===== src/rtl/mem_arbiter_if.sv =====
// Cache-to-memory-control handshake bundle: icache and dcache request
// channels, the RAM model channel and the sticky error flag.
interface mem_arbiter_if #(
   parameter int WORD_W = 32
);
   // instruction side
   logic              iREN;
   logic [WORD_W-1:0] iaddr;
   logic              iwait;
   logic [WORD_W-1:0] iload;
   // data side
   logic              dREN;
   logic              dWEN;
   logic [WORD_W-1:0] daddr;
   logic [WORD_W-1:0] dstore;
   logic              dwait;
   logic [WORD_W-1:0] dload;
   // RAM side
   logic              ramREN;
   logic              ramWEN;
   logic [WORD_W-1:0] ramaddr;
   logic [WORD_W-1:0] ramstore;
   logic [WORD_W-1:0] ramload;
   logic [1:0]        ramstate;
   // status
   logic              mem_err;

   // arbiter view (responder)
   modport slave (
      input  iREN, iaddr, dREN, dWEN, daddr, dstore, ramload, ramstate,
      output iwait, iload, dwait, dload, ramREN, ramWEN, ramaddr, ramstore, mem_err
   );

   // caches plus RAM model view (requesters and memory)
   modport master (
      output iREN, iaddr, dREN, dWEN, daddr, dstore, ramload, ramstate,
      input  iwait, iload, dwait, dload, ramREN, ramWEN, ramaddr, ramstore, mem_err
   );
endinterface


===== src/rtl/mem_arbiter.sv =====
// Memory arbiter: single-ported RAM shared by icache and dcache. Data
// requests win by default, but after MAX_D_STREAK back-to-back data grants
// a pending fetch is forced through. Transfers that never see ACCESS are
// aborted after TIMEOUT cycles and flagged on the sticky mem_err.
module mem_arbiter #(
   parameter int WORD_W       = 32,
   parameter int MAX_D_STREAK = 4,
   parameter int TIMEOUT      = 255
) (
   input  logic          CLK,
   input  logic          nRST,
   mem_arbiter_if.slave  bus
);
   localparam int SW = $clog2(MAX_D_STREAK + 1);
   localparam int TW = $clog2(TIMEOUT + 1);
   localparam logic [SW-1:0] STREAK_MAX = SW'(MAX_D_STREAK);
   localparam logic [TW-1:0] TMO_MAX    = TW'(TIMEOUT);
   localparam logic [1:0]    RS_ACCESS  = 2'd2;
   localparam logic [1:0]    RS_ERROR   = 2'd3;

   typedef enum logic [1:0] {
      IDLE  = 2'd0,
      IXFER = 2'd1,
      DXFER = 2'd2
   } arbState_t;

   arbState_t     state_r, nextState_s;
   logic [SW-1:0] streak_r, streakNext_s;
   logic [TW-1:0] tmo_r;
   logic          memErr_r, errSet_s;
   logic          dReq_s, access_s, fault_s;

   assign dReq_s   = bus.dREN | bus.dWEN;
   assign access_s = (bus.ramstate == RS_ACCESS);
   // a completed access takes precedence over a coincident timeout
   assign fault_s  = (bus.ramstate == RS_ERROR) || (tmo_r == TMO_MAX);
   assign bus.mem_err = memErr_r;

   // Next-state decode and RAM/cache handshake outputs for the current state
   always_comb begin
      nextState_s  = state_r;
      streakNext_s = streak_r;
      errSet_s     = 1'b0;
      bus.iwait    = 1'b1;
      bus.dwait    = 1'b1;
      bus.ramREN   = 1'b0;
      bus.ramWEN   = 1'b0;
      bus.ramaddr  = {WORD_W{1'b0}};
      bus.ramstore = {WORD_W{1'b0}};
      bus.iload    = bus.ramload;
      bus.dload    = bus.ramload;
      case (state_r)
         IDLE: begin
            if (!bus.iREN) begin
               streakNext_s = {SW{1'b0}};
            end else begin
               streakNext_s = streak_r;
            end
            if (dReq_s && !(bus.iREN && (streak_r == STREAK_MAX))) begin
               nextState_s = DXFER;
            end else if (bus.iREN) begin
               nextState_s = IXFER;
            end else begin
               nextState_s = IDLE;
            end
         end
         IXFER: begin
            bus.ramaddr = bus.iaddr;
            if (!bus.iREN) begin
               // icache hit: request withdrawn, enables drop this cycle
               nextState_s = IDLE;
            end else begin
               bus.ramREN = 1'b1;
               if (access_s) begin
                  bus.iwait    = 1'b0;
                  streakNext_s = {SW{1'b0}};
                  nextState_s  = IDLE;
               end else if (fault_s) begin
                  errSet_s    = 1'b1;
                  nextState_s = IDLE;
               end else begin
                  nextState_s = IXFER;
               end
            end
         end
         DXFER: begin
            bus.ramaddr  = bus.daddr;
            bus.ramstore = bus.dstore;
            if (!dReq_s) begin
               nextState_s = IDLE;
            end else begin
               // a write wins when both enables are raised
               bus.ramWEN = bus.dWEN;
               bus.ramREN = bus.dREN & ~bus.dWEN;
               if (access_s) begin
                  bus.dwait   = 1'b0;
                  nextState_s = IDLE;
                  if (streak_r != STREAK_MAX) begin
                     streakNext_s = streak_r + SW'(1);
                  end else begin
                     streakNext_s = streak_r;
                  end
               end else if (fault_s) begin
                  errSet_s    = 1'b1;
                  nextState_s = IDLE;
               end else begin
                  nextState_s = DXFER;
               end
            end
         end
         default: begin
            nextState_s = IDLE;
         end
      endcase
   end

   // State, grant streak, transfer timeout counter and sticky error flag
   always_ff @(posedge CLK or negedge nRST) begin
      if (!nRST) begin
         state_r  <= IDLE;
         streak_r <= {SW{1'b0}};
         tmo_r    <= {TW{1'b0}};
         memErr_r <= 1'b0;
      end else begin
         state_r  <= nextState_s;
         streak_r <= streakNext_s;
         // every transfer is entered from IDLE, so clearing there restarts it
         if (state_r == IDLE) begin
            tmo_r <= {TW{1'b0}};
         end else begin
            tmo_r <= tmo_r + TW'(1);
         end
         if (errSet_s) begin
            memErr_r <= 1'b1;
         end else begin
            memErr_r <= memErr_r;
         end
      end
   end
endmodule


===== src/flat_wrapper.sv =====
// flat-port wrapper written by rule: the top's interface ports become plain ports
module mem_arbiter_flat 
#(
   parameter int WORD_W       = 32,
   parameter int MAX_D_STREAK = 4,
   parameter int TIMEOUT      = 255
)
  (CLK, nRST, bus_iREN, bus_iaddr, bus_dREN, bus_dWEN, bus_daddr, bus_dstore, bus_ramload, bus_ramstate, bus_iwait, bus_iload, bus_dwait, bus_dload, bus_ramREN, bus_ramWEN, bus_ramaddr, bus_ramstore, bus_mem_err);
  mem_arbiter_if #(.WORD_W(WORD_W)) bus_i ();
  input  logic CLK;
  input  logic nRST;
  input wire logic [$bits(bus_i.iREN)-1:0] bus_iREN;
  input wire logic [$bits(bus_i.iaddr)-1:0] bus_iaddr;
  input wire logic [$bits(bus_i.dREN)-1:0] bus_dREN;
  input wire logic [$bits(bus_i.dWEN)-1:0] bus_dWEN;
  input wire logic [$bits(bus_i.daddr)-1:0] bus_daddr;
  input wire logic [$bits(bus_i.dstore)-1:0] bus_dstore;
  input wire logic [$bits(bus_i.ramload)-1:0] bus_ramload;
  input wire logic [$bits(bus_i.ramstate)-1:0] bus_ramstate;
  output wire logic [$bits(bus_i.iwait)-1:0] bus_iwait;
  output wire logic [$bits(bus_i.iload)-1:0] bus_iload;
  output wire logic [$bits(bus_i.dwait)-1:0] bus_dwait;
  output wire logic [$bits(bus_i.dload)-1:0] bus_dload;
  output wire logic [$bits(bus_i.ramREN)-1:0] bus_ramREN;
  output wire logic [$bits(bus_i.ramWEN)-1:0] bus_ramWEN;
  output wire logic [$bits(bus_i.ramaddr)-1:0] bus_ramaddr;
  output wire logic [$bits(bus_i.ramstore)-1:0] bus_ramstore;
  output wire logic [$bits(bus_i.mem_err)-1:0] bus_mem_err;
  assign bus_i.iREN = bus_iREN;
  assign bus_i.iaddr = bus_iaddr;
  assign bus_i.dREN = bus_dREN;
  assign bus_i.dWEN = bus_dWEN;
  assign bus_i.daddr = bus_daddr;
  assign bus_i.dstore = bus_dstore;
  assign bus_i.ramload = bus_ramload;
  assign bus_i.ramstate = bus_ramstate;
  assign bus_iwait = bus_i.iwait;
  assign bus_iload = bus_i.iload;
  assign bus_dwait = bus_i.dwait;
  assign bus_dload = bus_i.dload;
  assign bus_ramREN = bus_i.ramREN;
  assign bus_ramWEN = bus_i.ramWEN;
  assign bus_ramaddr = bus_i.ramaddr;
  assign bus_ramstore = bus_i.ramstore;
  assign bus_mem_err = bus_i.mem_err;
  mem_arbiter #(.WORD_W(WORD_W), .MAX_D_STREAK(MAX_D_STREAK), .TIMEOUT(TIMEOUT)) u_core (.CLK(CLK), .nRST(nRST), .bus(bus_i));
endmodule

===== config.mk =====
export PLATFORM = sky130hd
export DESIGN_NAME = mem_arbiter_flat
export DESIGN_NICKNAME = d
export VERILOG_FILES = /design/src/rtl/mem_arbiter_if.sv /design/src/rtl/mem_arbiter.sv /design/src/flat_wrapper.sv
export SDC_FILE = /design/constraint.sdc
export NUM_CORES = 1
export LEC_CHECK = 0
export CORE_AREA = 4 4 102 104
export CTS_CLUSTER_DIAMETER = 30
export DETAILED_ROUTE_END_ITERATION = 7
export DIE_AREA = 0 0 106 108
export PLACE_DENSITY = 0.76
export SETUP_SLACK_MARGIN = 0.05
export SLEW_MARGIN = 0
export SYNTH_ARGS = -nofsm -noshare
export SYNTH_HDL_FRONTEND = slang
export SYNTH_SLANG_ARGS = --single-unit

===== constraint.sdc =====
create_clock -name CLK -period 1.9 [get_ports CLK]
set_clock_uncertainty 0.2 [all_clocks]
set_input_delay 0.19 -clock CLK [delete_from_list [all_inputs] [get_ports CLK]]
set_output_delay 0.19 -clock CLK [all_outputs]
set_load 0.05 [all_outputs]

# Word level (Yosys, flattened, before mapping)
# Cells that the tools add are included.
[op_classes] n_reduce_logical=7 eq_ne=13 n_bitwise=3 n_addsub=2 muxes=34
[ops] op="case mux 32 bit (2 select lines)" count=1
[ops] op="two-way mux 32 bit" count=1
[ops] op="two-way mux 3 bit" count=6
[ops] op="two-way mux 1 bit" count=15
[ops] op="two-way mux 2 bit" count=6
[ops] op="case mux 3 bit (3 select lines)" count=1
[ops] op="adder 8 x 1 -> 8 bit (second input constant)" count=1
[ops] op="== test 8 bit (second input constant)" count=1
[ops] op="two-way mux 8 bit" count=1
[ops] op="inequality test 2 x 1 -> 1 bit (second input constant)" count=4
[ops] op="AND reduction 7 bit" count=1
[ops] op="== test 2 bit (second input constant)" count=3
[ops] op="case mux 2 bit (3 select lines)" count=1
[ops] op="inequality test 2 bit (second input constant)" count=2
[ops] op="case mux 1 bit (2 select lines)" count=2
[ops] op="adder 3 x 1 -> 3 bit (second input constant)" count=1
[ops] op="== test 3 bit (second input constant)" count=1
[ops] op="inequality test 3 bit (second input constant)" count=1
[ops] op="nonzero test 3 bit" count=1
[ops] op="== test 2 x 1 -> 1 bit (second input constant)" count=1
[ops] op="logical AND 1 bit" count=2
[ops] op="zero test 2 bit" count=1
[ops] op="bitwise AND 1 bit" count=1
[ops] op="zero test 1 bit" count=1
[ops] op="other kinds (3)" count=3
[totals] reg_bits=14 wordCells=63 output_inout_bits=133

# Depth between registers and ports, before layout
# Gate-level depths: netlist (run 1).
[depth] ltp_word=6 depth_mapped=7

# Worst setup path after synthesis (run 1)
# OpenSTA, ideal clock, no wires.
[synth_path] path_kind="reg2out" startpoint="reg u_core.state_r[1]" endpoint="out bus_ramREN" required_ns=1.510 t_arrival_ns=2.361 path_slack_ns=-0.851 path_buffers=2 stages_incl_launch_ff=7 cell_sequence="dfrtp_1 inv_1 ha_1 clkbuf_1 buf_1 nand2_1 a21boi_0"
[synth_between] elab_chain_len=2
[synth_lines] element="from (decl)" line_no="mem_arbiter.sv:27" rtl="arbState_t state_r, nextState_s;"
[synth_lines] element="from (signal assigned)" line_no="mem_arbiter.sv:125" rtl="state_r <= nextState_s;"
[synth_lines] element="== test 2 bit or == test 2 x 1 -> 1 bit (tied branches)" line_no="mem_arbiter.sv:52" rtl="case (state_r)"
[synth_lines] element="case mux 1 bit (2 select lines) (*)" line_no="mem_arbiter.sv:52"
[synth_lines] element="to (decl)" line_no="flat_wrapper.sv:24" rtl="output wire logic [$bits(bus_i.ramREN)-1:0] bus_ramREN;"
# Mark *: on every way between the ends. The rest lies on a longest branch, timed or not.

# Final worst setup path (run 1)
[layout_path] startpoint="reg u_core.state_r[1]" endpoint="out bus_ramaddr[26]"
[layout_between] elab_chain_len=2
[layout_lines] element="== test 2 bit or == test 2 x 1 -> 1 bit (tied branches)" line_no="mem_arbiter.sv:52"
[layout_lines] element="case mux 32 bit (2 select lines) (*)" line_no="mem_arbiter.sv:52"
[layout_lines] element="to (decl)" line_no="flat_wrapper.sv:26" rtl="output wire logic [$bits(bus_i.ramaddr)-1:0] bus_ramaddr;"
# Marks and branches as above.

==> run summary, run 1 <==
The completed layout was analyzed and its total power is 7.741 mW. The library cell with the largest summed area after synthesis is sky130_fd_sc_hd__buf_4. TritonCTS built the clock tree. STA puts the critical path data required time at 1.51 ns. The worst setup path is of the flip-flop to output port kind. VDD sags by at most 662.7 uV. Buffers inserted during clock tree synthesis total 3. The run gives 2.029 nW as the leakage power of the design. The fraction of layout cells with a size suffix above 1 was 0.5363; the register share of total power was 0.055.

The die span in y was 108 microns; the total of buffers placed on input and output ports was 171. The worst setup path is captured at an output port. The die is 106 microns wide. The number of hold violations in the final report was 0; the placed wire-length estimate after detailed placement was 7527 microns. The tree built by TritonCTS fans out to 14 sinks. The total non-filler cell area in the finished layout is 5082 sq um.

The run gives 0 as the number of remaining DRC errors. The pre-antenna-repair detailed-routing pass consisted of 4 iterations. Walking the worst path, the cells encountered are buf_6 > ha_4 > clkbuf_16 > a22oi_2 > nor2b_4 > buf_12. The aggregate global-route resource usage was 0.1418. After synthesis the netlist holds a flip-flop and latch count of 14. Counting flops with a built-in enable in the synthesized netlist gives 0. Layout net count: 529. The cell sitting at the root of the clock tree is a sky130_fd_sc_hd__clkbuf_8. Synthesis handed over a netlist of 263 instances. For the pin with the worst max-slew slack, the measured transition is 0.6457 ns. The power per cell area is 1523 nW/um^2. Depth of the CTS H-tree: 1. The congestion estimate from routability-driven global placement came to 0.7752. Across the run, the number of max-cap violations was 0. A synthesized cell averages 7.721 sq um.

The tools report the vias after detailed routing as 2261. Yosys instantiated no cell more often than sky130_fd_sc_hd__buf_4. The most used flip-flop cell after synthesis is sky130_fd_sc_hd__dfrtp_1. Entering global routing, the biggest net connects 35 pins. Yosys mapped the design onto 36 distinct sky130hd cell types. Global routing finished with a remaining overflow of 0. Timing would allow up to 0.4998 GHz.

The remaining max-slew budget at the tightest pin came out at 0.5682. Number of global-route vias before repair: 2315. STA classifies the critical path startpoint as a flip-flop. After synthesis, the cell types taking the most area are sky130_fd_sc_hd__buf_4, sky130_fd_sc_hd__dfrtp_1, sky130_fd_sc_hd__a22oi_1. The clock network power share was 0.038. Share of the clock period used by the worst path: 1.053. The area of placed instances came out at 4437 sq um. The top-area cell type share of the netlist area works out to 0.2366.

The first routing iteration left 68 violations. When the netlist entered floorplanning its net count stood at 405. The commonest cells after synthesis are sky130_fd_sc_hd__buf_4, sky130_fd_sc_hd__nor2b_1, sky130_fd_sc_hd__and2_1. The run gives 0.25 ns as the worst-skew pair later-pin latency. The cell type group with the largest total delay on the critical path was buffers and inverters.

The initialized floorplan defines 36 standard-cell rows. On the critical path, the stage with the largest delay is an instance of sky130_fd_sc_hd__dfrtp_1. The cell count of the worst reg-to-reg path was 6.

The final reports fail on setup timing. The longest clock path from root to sink contains 2 buffers. Dividing the detail-routed wire length by the instance count gives 18.27 microns. Setup repair after global routing could not meet its margin everywhere. The number of buffers and inverters on the critical path is 3. The cell count after placement was 503; the area enclosed by the die boundary was 11450 sq um. The most critical setup path has its endpoint at bus_ramaddr[26]. The run gives -3.542 ns as the accumulated negative setup slack. Internal power comes to 4.279 mW. In this run the number of cells on the critical path is 6. The data arrival time at the worst-slack endpoint is 1.61 ns. Startpoint of the worst setup timing path: u_core.state_r[1]. Relative to the synthesized area, the layout overhead comes to 150.3%. The count of cells in the finished layout, fillers not included, comes to 519. The worst path in the final design needs a cycle of 2.001 ns, including I/O delays and setup.

The sequential-to-total area share from yosys stat is 0.1725. The clock slew seen by the registers of the worst setup and hold paths came out at 0.06 ns. The logs give 0.2127 for the effective utilization at floorplan and -0.05 ns for the worst reg-to-reg setup slack. The startpoint identified for the worst register-to-register timing path is u_core.state_r[0]. The peak fanout along the critical path was 12; the wire length of the first global-routing pass was 12910 microns. During synthesis, Yosys emitted a total of 0 warnings.

The power spent charging and discharging nets is 3.461 mW, and the worst setup slack after layout is -0.1007 ns. Async set or reset register ratio after synthesis: 1.000. The combinational share of power was 0.907. The remaining number of nets flagged by the antenna check after routing was 0.

Number of antenna violations at the first check in global routing: 0. 268 I/O pins were placed. The total count of max-transition violations in the final report was 0.

The number of vias per cell after detailed routing was 4.356; the area of the mapped netlist was 2031 sq um. The reg-to-reg critical path endpoint is u_core.streak_r[2]. For this run, the slowest stage of the critical path takes 0.40 ns. The number of antenna cells inserted was 0; the number of buffers inserted by hold repair at cts was 0. Setup violations remaining at the end of the flow were counted as 65. After filler insertion, the fill cell instance count of the layout stands at 800. The run finished, with violations left. The switching share of power was 0.4472. The logs give 9483 microns for the routed wire length and 9549 sq um for the placeable core region.

The worst hold path belongs to the class primary input to asynchronous set/reset pin.
-- metrics by stage --
stage	hold slack (ns)	setup WS, ns	utilization
6_report	0.1411	-0.1007	0.5322
5_1_grt	0.1801	-0.1588	0.5322
4_1_cts	0.1450	-0.1243	0.4928
3_5_place_dp	0.1805	-0.1614	0.4646
3_3_place_gp	0.1805	-0.1319	0.4646
2_1_floorplan	-0.3056	-0.05727	-
-- cell families (layout without fill, tap and decap cells) --
logic type / count (synthesis) / after routing / synth area share
AO/OA/AOI/OAI: 48 / 48 / 0.1799
XOR/XNOR: 4 / 4 / 0.01726
adder cells (fa/ha/maj): 7 / 7 / 0.04313
buffers and inverters: 87 / 210 / 0.2797
flip-flops: 14 / 14 / 0.1725
multiplexers: 2 / 2 / 0.009859
AND/OR/NAND/NOR: 101 / 101 / 0.2976
-- worst min path at each step --
| stage | from | end | depth (start not counted) |
|---|---|---|---|
| 2_1_floorplan | nRST | u_core.bus.mem_err | 0 |
| 3_3_place_gp | bus_ramload[11] | bus_dload[11] | 0 |
| 3_5_place_dp | bus_ramload[11] | bus_dload[11] | 0 |
| 4_1_cts | nRST | u_core.bus.mem_err | 1 |
| 5_1_grt | bus_ramload[9] | bus_iload[9] | 0 |
| 6_report | nRST | u_core.state_r[0] | 1 |
-- placed cells by master, fill, tap and decap left out, drive strengths merged --
master           n
and2            34
xor2             3
nand3b           2
a2111oi          1
clkbuf          11
nor3             1
nor2b           34
nor2             9
a221o            1
buf             90
nand2            6
a21boi           1
nand3            5
xnor2            1
or3              3
nor3b            2
nor4b            1
ha               7
a22oi           32
mux2i            2
a31oi            1
nand2b           2
clkdlybuf4s50  102
dfrtp           14
nand4            1
inv              7
a21oi            4
o21ai            5
o32a             1
a21o             2
and3             1
-- sequential cells by signal, indices dropped and copies added (netlist names) --
register / cells
u_core.tmo_r: 8
u_core.streak_r: 3
u_core.state_r: 2
u_core.bus.mem_err: 1
-- layer usage --
metal	part of all wire	vias up	GRT usage	wire, microns
met5	0	-	0	0
met4	0.011	0	0.02035	108
met3	0.092	12	0.05194	869
met2	0.56	121	0.2728	5277
met1	0.34	1066	0.1511	3227
li1	-	1062	-	-
-- layout make-up --
cell class	count	area (sq um)	share of cell area
Timing Repair Buffer	199	2828	0.5564
Clock buffer	4	55.05	0.01083
Multi-Input combinational cell	162	1657	0.3259
Inverter	7	26.28	0.005170
Sequential cell	14	350.3	0.06893
Tap cell	133	166.4	0.03274
-- power by group through the flow --
stage | Combinational, mW | Clock (mW) | Sequential, mW
6_report | 7.02 | 0.293 | 0.425
5_1_grt | 7.30 | 0.308 | 0.435
4_1_cts | 6.30 | 0.301 | 0.420
3_5_place_dp | 5.90 | 0 | 0.430
3_3_place_gp | 5.82 | 0 | 0.426
2_1_floorplan | 3.53 | 0 | 0.444
-- repair_timing --
action,4_1_cts,5_1_grt
setup endpoints to repair,72,71
gates cloned,0,7
gates resized for setup,55,33
buffers inserted,1,5
pin swaps,2,13
-- worst register-to-register path, stage by stage (launching register included) --
cell and delay, ns:
sky130_fd_sc_hd__dfrtp_1 0.39, sky130_fd_sc_hd__buf_4 0.15, sky130_fd_sc_hd__ha_4 0.19, sky130_fd_sc_hd__buf_12 0.13, sky130_fd_sc_hd__a2111oi_4 0.32, sky130_fd_sc_hd__o21ai_2 0.11, sky130_fd_sc_hd__a221o_1 0.34
(Power assumes the default switching activity.)
==> run 2, diff against run 1 <==
--- a/config.mk
+++ b/config.mk
@@ -7,2 +7,3 @@
 export LEC_CHECK = 0
+export CAP_MARGIN = 25
 export CORE_AREA = 4 4 102 104
@@ -12,3 +13,3 @@
 export PLACE_DENSITY = 0.76
-export SETUP_SLACK_MARGIN = 0.05
+export SETUP_SLACK_MARGIN = 0.15
 export SLEW_MARGIN = 0
--- a/constraint.sdc
+++ b/constraint.sdc
@@ -4,2 +4,2 @@
 set_output_delay 0.19 -clock CLK [all_outputs]
-set_load 0.05 [all_outputs]
+set_load 0.1 [all_outputs]
==> run 2 against run 1 <==
Net effect: the flow still finishes with violations (setup timing); largest cell class unchanged; critical path depth stayed put; sequential share of layout area hardly changed; register-to-register slack worse by 0.07 ns; global-route usage is 0.95 points higher; via count hardly changed; maximum frequency is 1.8% lower; critical endpoint is now bus_ramaddr[30].
==> run summary, run 2 (same netlist as run 1, synthesis figures left out) <==
The maximum clock insertion buffer count came out at 2 (unchanged). The leakage power of the design is 2.029 nW (about the same), and the effective utilization at floorplan is 0.2127 (unchanged). The area enclosed by the die boundary is 11450 sq um (unchanged), and the actual slew at the worst max-slew pin is 0.6127 ns (-0.03298 ns). The power per cell area was 1796 nW/um^2 (+18%).

The clock slew seen by the registers of the worst setup and hold paths was 0.06 ns (about the same); the number of placement rows was 36 (unchanged). Share of the clock period used by the worst path: 1.073 (+0.01952). For the depth of the CTS H-tree, the log shows 1 (unchanged). The logs give 0.8245 (+6.4%) for the final weighted congestion in routability-driven placement and 0 (unchanged) for the remaining number of nets flagged by the antenna check after routing. The total count of max-transition violations in the final report was 0 (unchanged); the minimum period implied by the final worst setup slack was 2.038 ns (+0.03709 ns). The number of antenna violations at the first check in global routing was 1 (+1); the longest individual stage delay on the worst path was 0.40 ns (about the same). The remaining max-slew budget at the tightest pin is 0.5902 (+0.02206), and the number of failing setup endpoints in the final timing report is 69 (+6.2%).

TritonCTS built the clock tree. The top cell types in the final layout, fill and taps aside, are sky130_fd_sc_hd__clkdlybuf4s50_1, sky130_fd_sc_hd__buf_12, sky130_fd_sc_hd__and2_4. The worst-skew pair later-pin latency came out at 0.25 ns (about the same). The number of clock sinks was 14 (unchanged). The tools report the number of buffers inserted by hold repair at cts as 0 (unchanged). The logs give 0 (unchanged) for the number of antenna cells inserted and 2386 (+3.1%) for the number of global-route vias before repair. The placeable core region was 9549 sq um (unchanged). The wire length of the first global-routing pass is 13630 microns (+5.6%), and the count of boundary I/O pins is 268 (unchanged).

The most repeated library cell on the critical path was sky130_fd_sc_hd__buf_12. The tools report the number of maximum-capacitance violations as 0 (unchanged). The die span in y is 108 microns (unchanged). Peak fanout along the critical path: 25 (+13). The run gives 0.1512 (+0.009491) as the aggregate global-route resource usage. The run finished, with violations left. The number of vias per cell after detailed routing was 4.328 (-0.66%). In the final layout, the registers with the most flip-flops are u_core.tmo_r (8), u_core.streak_r (3), u_core.state_r (2). The accumulated negative setup slack was -5.882 ns (-2.340 ns); the post-detailed-route wirelength per cell was 17.81 microns (-2.5%). The horizontal extent of the die works out to 106 microns (unchanged).

For the number of search-and-repair iterations in the first detailed-routing pass, the log shows 4 (unchanged). The worst reg-to-reg setup slack was -0.12 ns (-0.07 ns); the layout-stage area growth over the synthesis result was 149.0%. The logs give 79 (+16%) for the number of DRC violations after detailed-routing iteration 0 and 2259 (-0.088%) for the vias after detailed routing. The critical path goes through inv_2 > ha_4 > buf_12 > a22oi_2 > nor2b_4 > buf_12. The logs give 0.5296 (-0.002621) for the final core utilization and -0.1782 ns (-0.01675 ns) for the minimum setup slack after placement. The number of CTS-inserted buffers is 3 (unchanged), and the required time at the endpoint of the critical path is 1.51 ns (about the same).

The standard cell with the maximum stage delay on the critical path was sky130_fd_sc_hd__dfrtp_1. Setup repair after global routing could not meet its margin everywhere. The fraction of layout cells with a size suffix above 1 was 0.5527 (+0.01643). Number of remaining DRC errors: 0 (unchanged). The critical path launch point type was a flip-flop.

The worst hold-check path type is primary input to asynchronous set/reset pin. The remaining global-route overflow was 0 (unchanged); the buffering stage count on the worst path with inverters included was 3 (unchanged). The maximum vdd drop came out at 829.3 uV (+25%).

The launch instance of the worst register-to-register path was u_core.state_r[0]. The flip-flop count of the largest register, all copies and words added works out to 8 (unchanged). The maximum achievable frequency is 0.4907 GHz (-1.8%), and the routed wire length is 9296 microns (-2.0%).

The tools report the worst setup slack after layout as -0.1378 ns (-0.03709 ns). On the critical path the largest part of the delay comes from buffers and inverters. The data arrival time at the worst-slack endpoint came out at 1.65 ns (+0.04 ns). The worst setup path is captured at an output port. Reg-to-reg critical path endpoint: u_core.streak_r[2].

The layout net count was 532 (+0.57%). The placed wire-length estimate after detailed placement was 7606 microns (+1.0%); the cell count of the worst reg-to-reg path was 6 (unchanged). Most common library cell in the layout ignoring fill and taps: sky130_fd_sc_hd__clkdlybuf4s50_1.

Largest register by flop count: u_core.tmo_r. The largest net degree at the start of global routing is 26 (-26%). The total of buffers placed on input and output ports was 171 (unchanged); the number of hold violations in the final report was 0 (unchanged). The checks that failed: setup timing. The worst setup path is of the flip-flop to output port kind. The tools report the master cell of the clock root buffer as sky130_fd_sc_hd__clkbuf_8.
run 2: metal layers:
layer,wire (microns),share of wire,global-route usage
met1,3251,0.35,0.1624
met2,5222,0.56,0.3005
met3,721,0.078,0.03642
met4,86,0.0093,0.02868
met5,13,0.0014,0
run 2: timing repair:
action | 4_1_cts | 5_1_grt
endpoints found under the setup margin | 72 | 73
cloned | 2 | 1
gates resized for setup | 65 | 5
pin swaps | 17 | 4
endpoints found under the hold margin | 0 | 0
setup buffers | 4 | 3
run 2: stage by stage:
step	cells	area, sq um	power, mW	hold slack (ns)
2_1_floorplan	263	2430	6.211	-0.3056
3_3_place_gp	508	4568	8.083	0.1810
3_5_place_dp	508	4568	8.178	0.1810
4_1_cts	518	4996	9.022	0.1463
5_1_grt	522	5057	9.397	0.1543
6_report	522	5057	9.082	0.1260
run 2: area by class of cell:
type                       instances  area, sq um
clock buffer                       4        55.05
inverter                           7        26.28
fill                             806         4492
timing repair buffer             202         2793
tap                              133        166.4
sequential                        14        350.3
multi-input combinational        162         1667
run 2: worst max path at each step:
stage,from,endpoint,slack (ns),cells after the start
2_1_floorplan,u_core.state_r[1],bus_ramREN,-0.07,6
3_3_place_gp,bus_ramstate[0],u_core.streak_r[2],-0.10,5
3_5_place_dp,bus_ramstate[0],u_core.streak_r[2],-0.18,5
4_1_cts,u_core.state_r[0],u_core.streak_r[2],-0.13,6
5_1_grt,u_core.state_r[1],bus_ramREN,-0.20,6
6_report,u_core.state_r[0],bus_ramaddr[30],-0.14,6
run 2: where the power goes:
| group | switching (mW) | internal (mW) |
|---|---|---|
| Clock | 0.107 | 0.184 |
| Sequential | 0.0597 | 0.370 |
| Combinational | 4.85 | 3.51 |
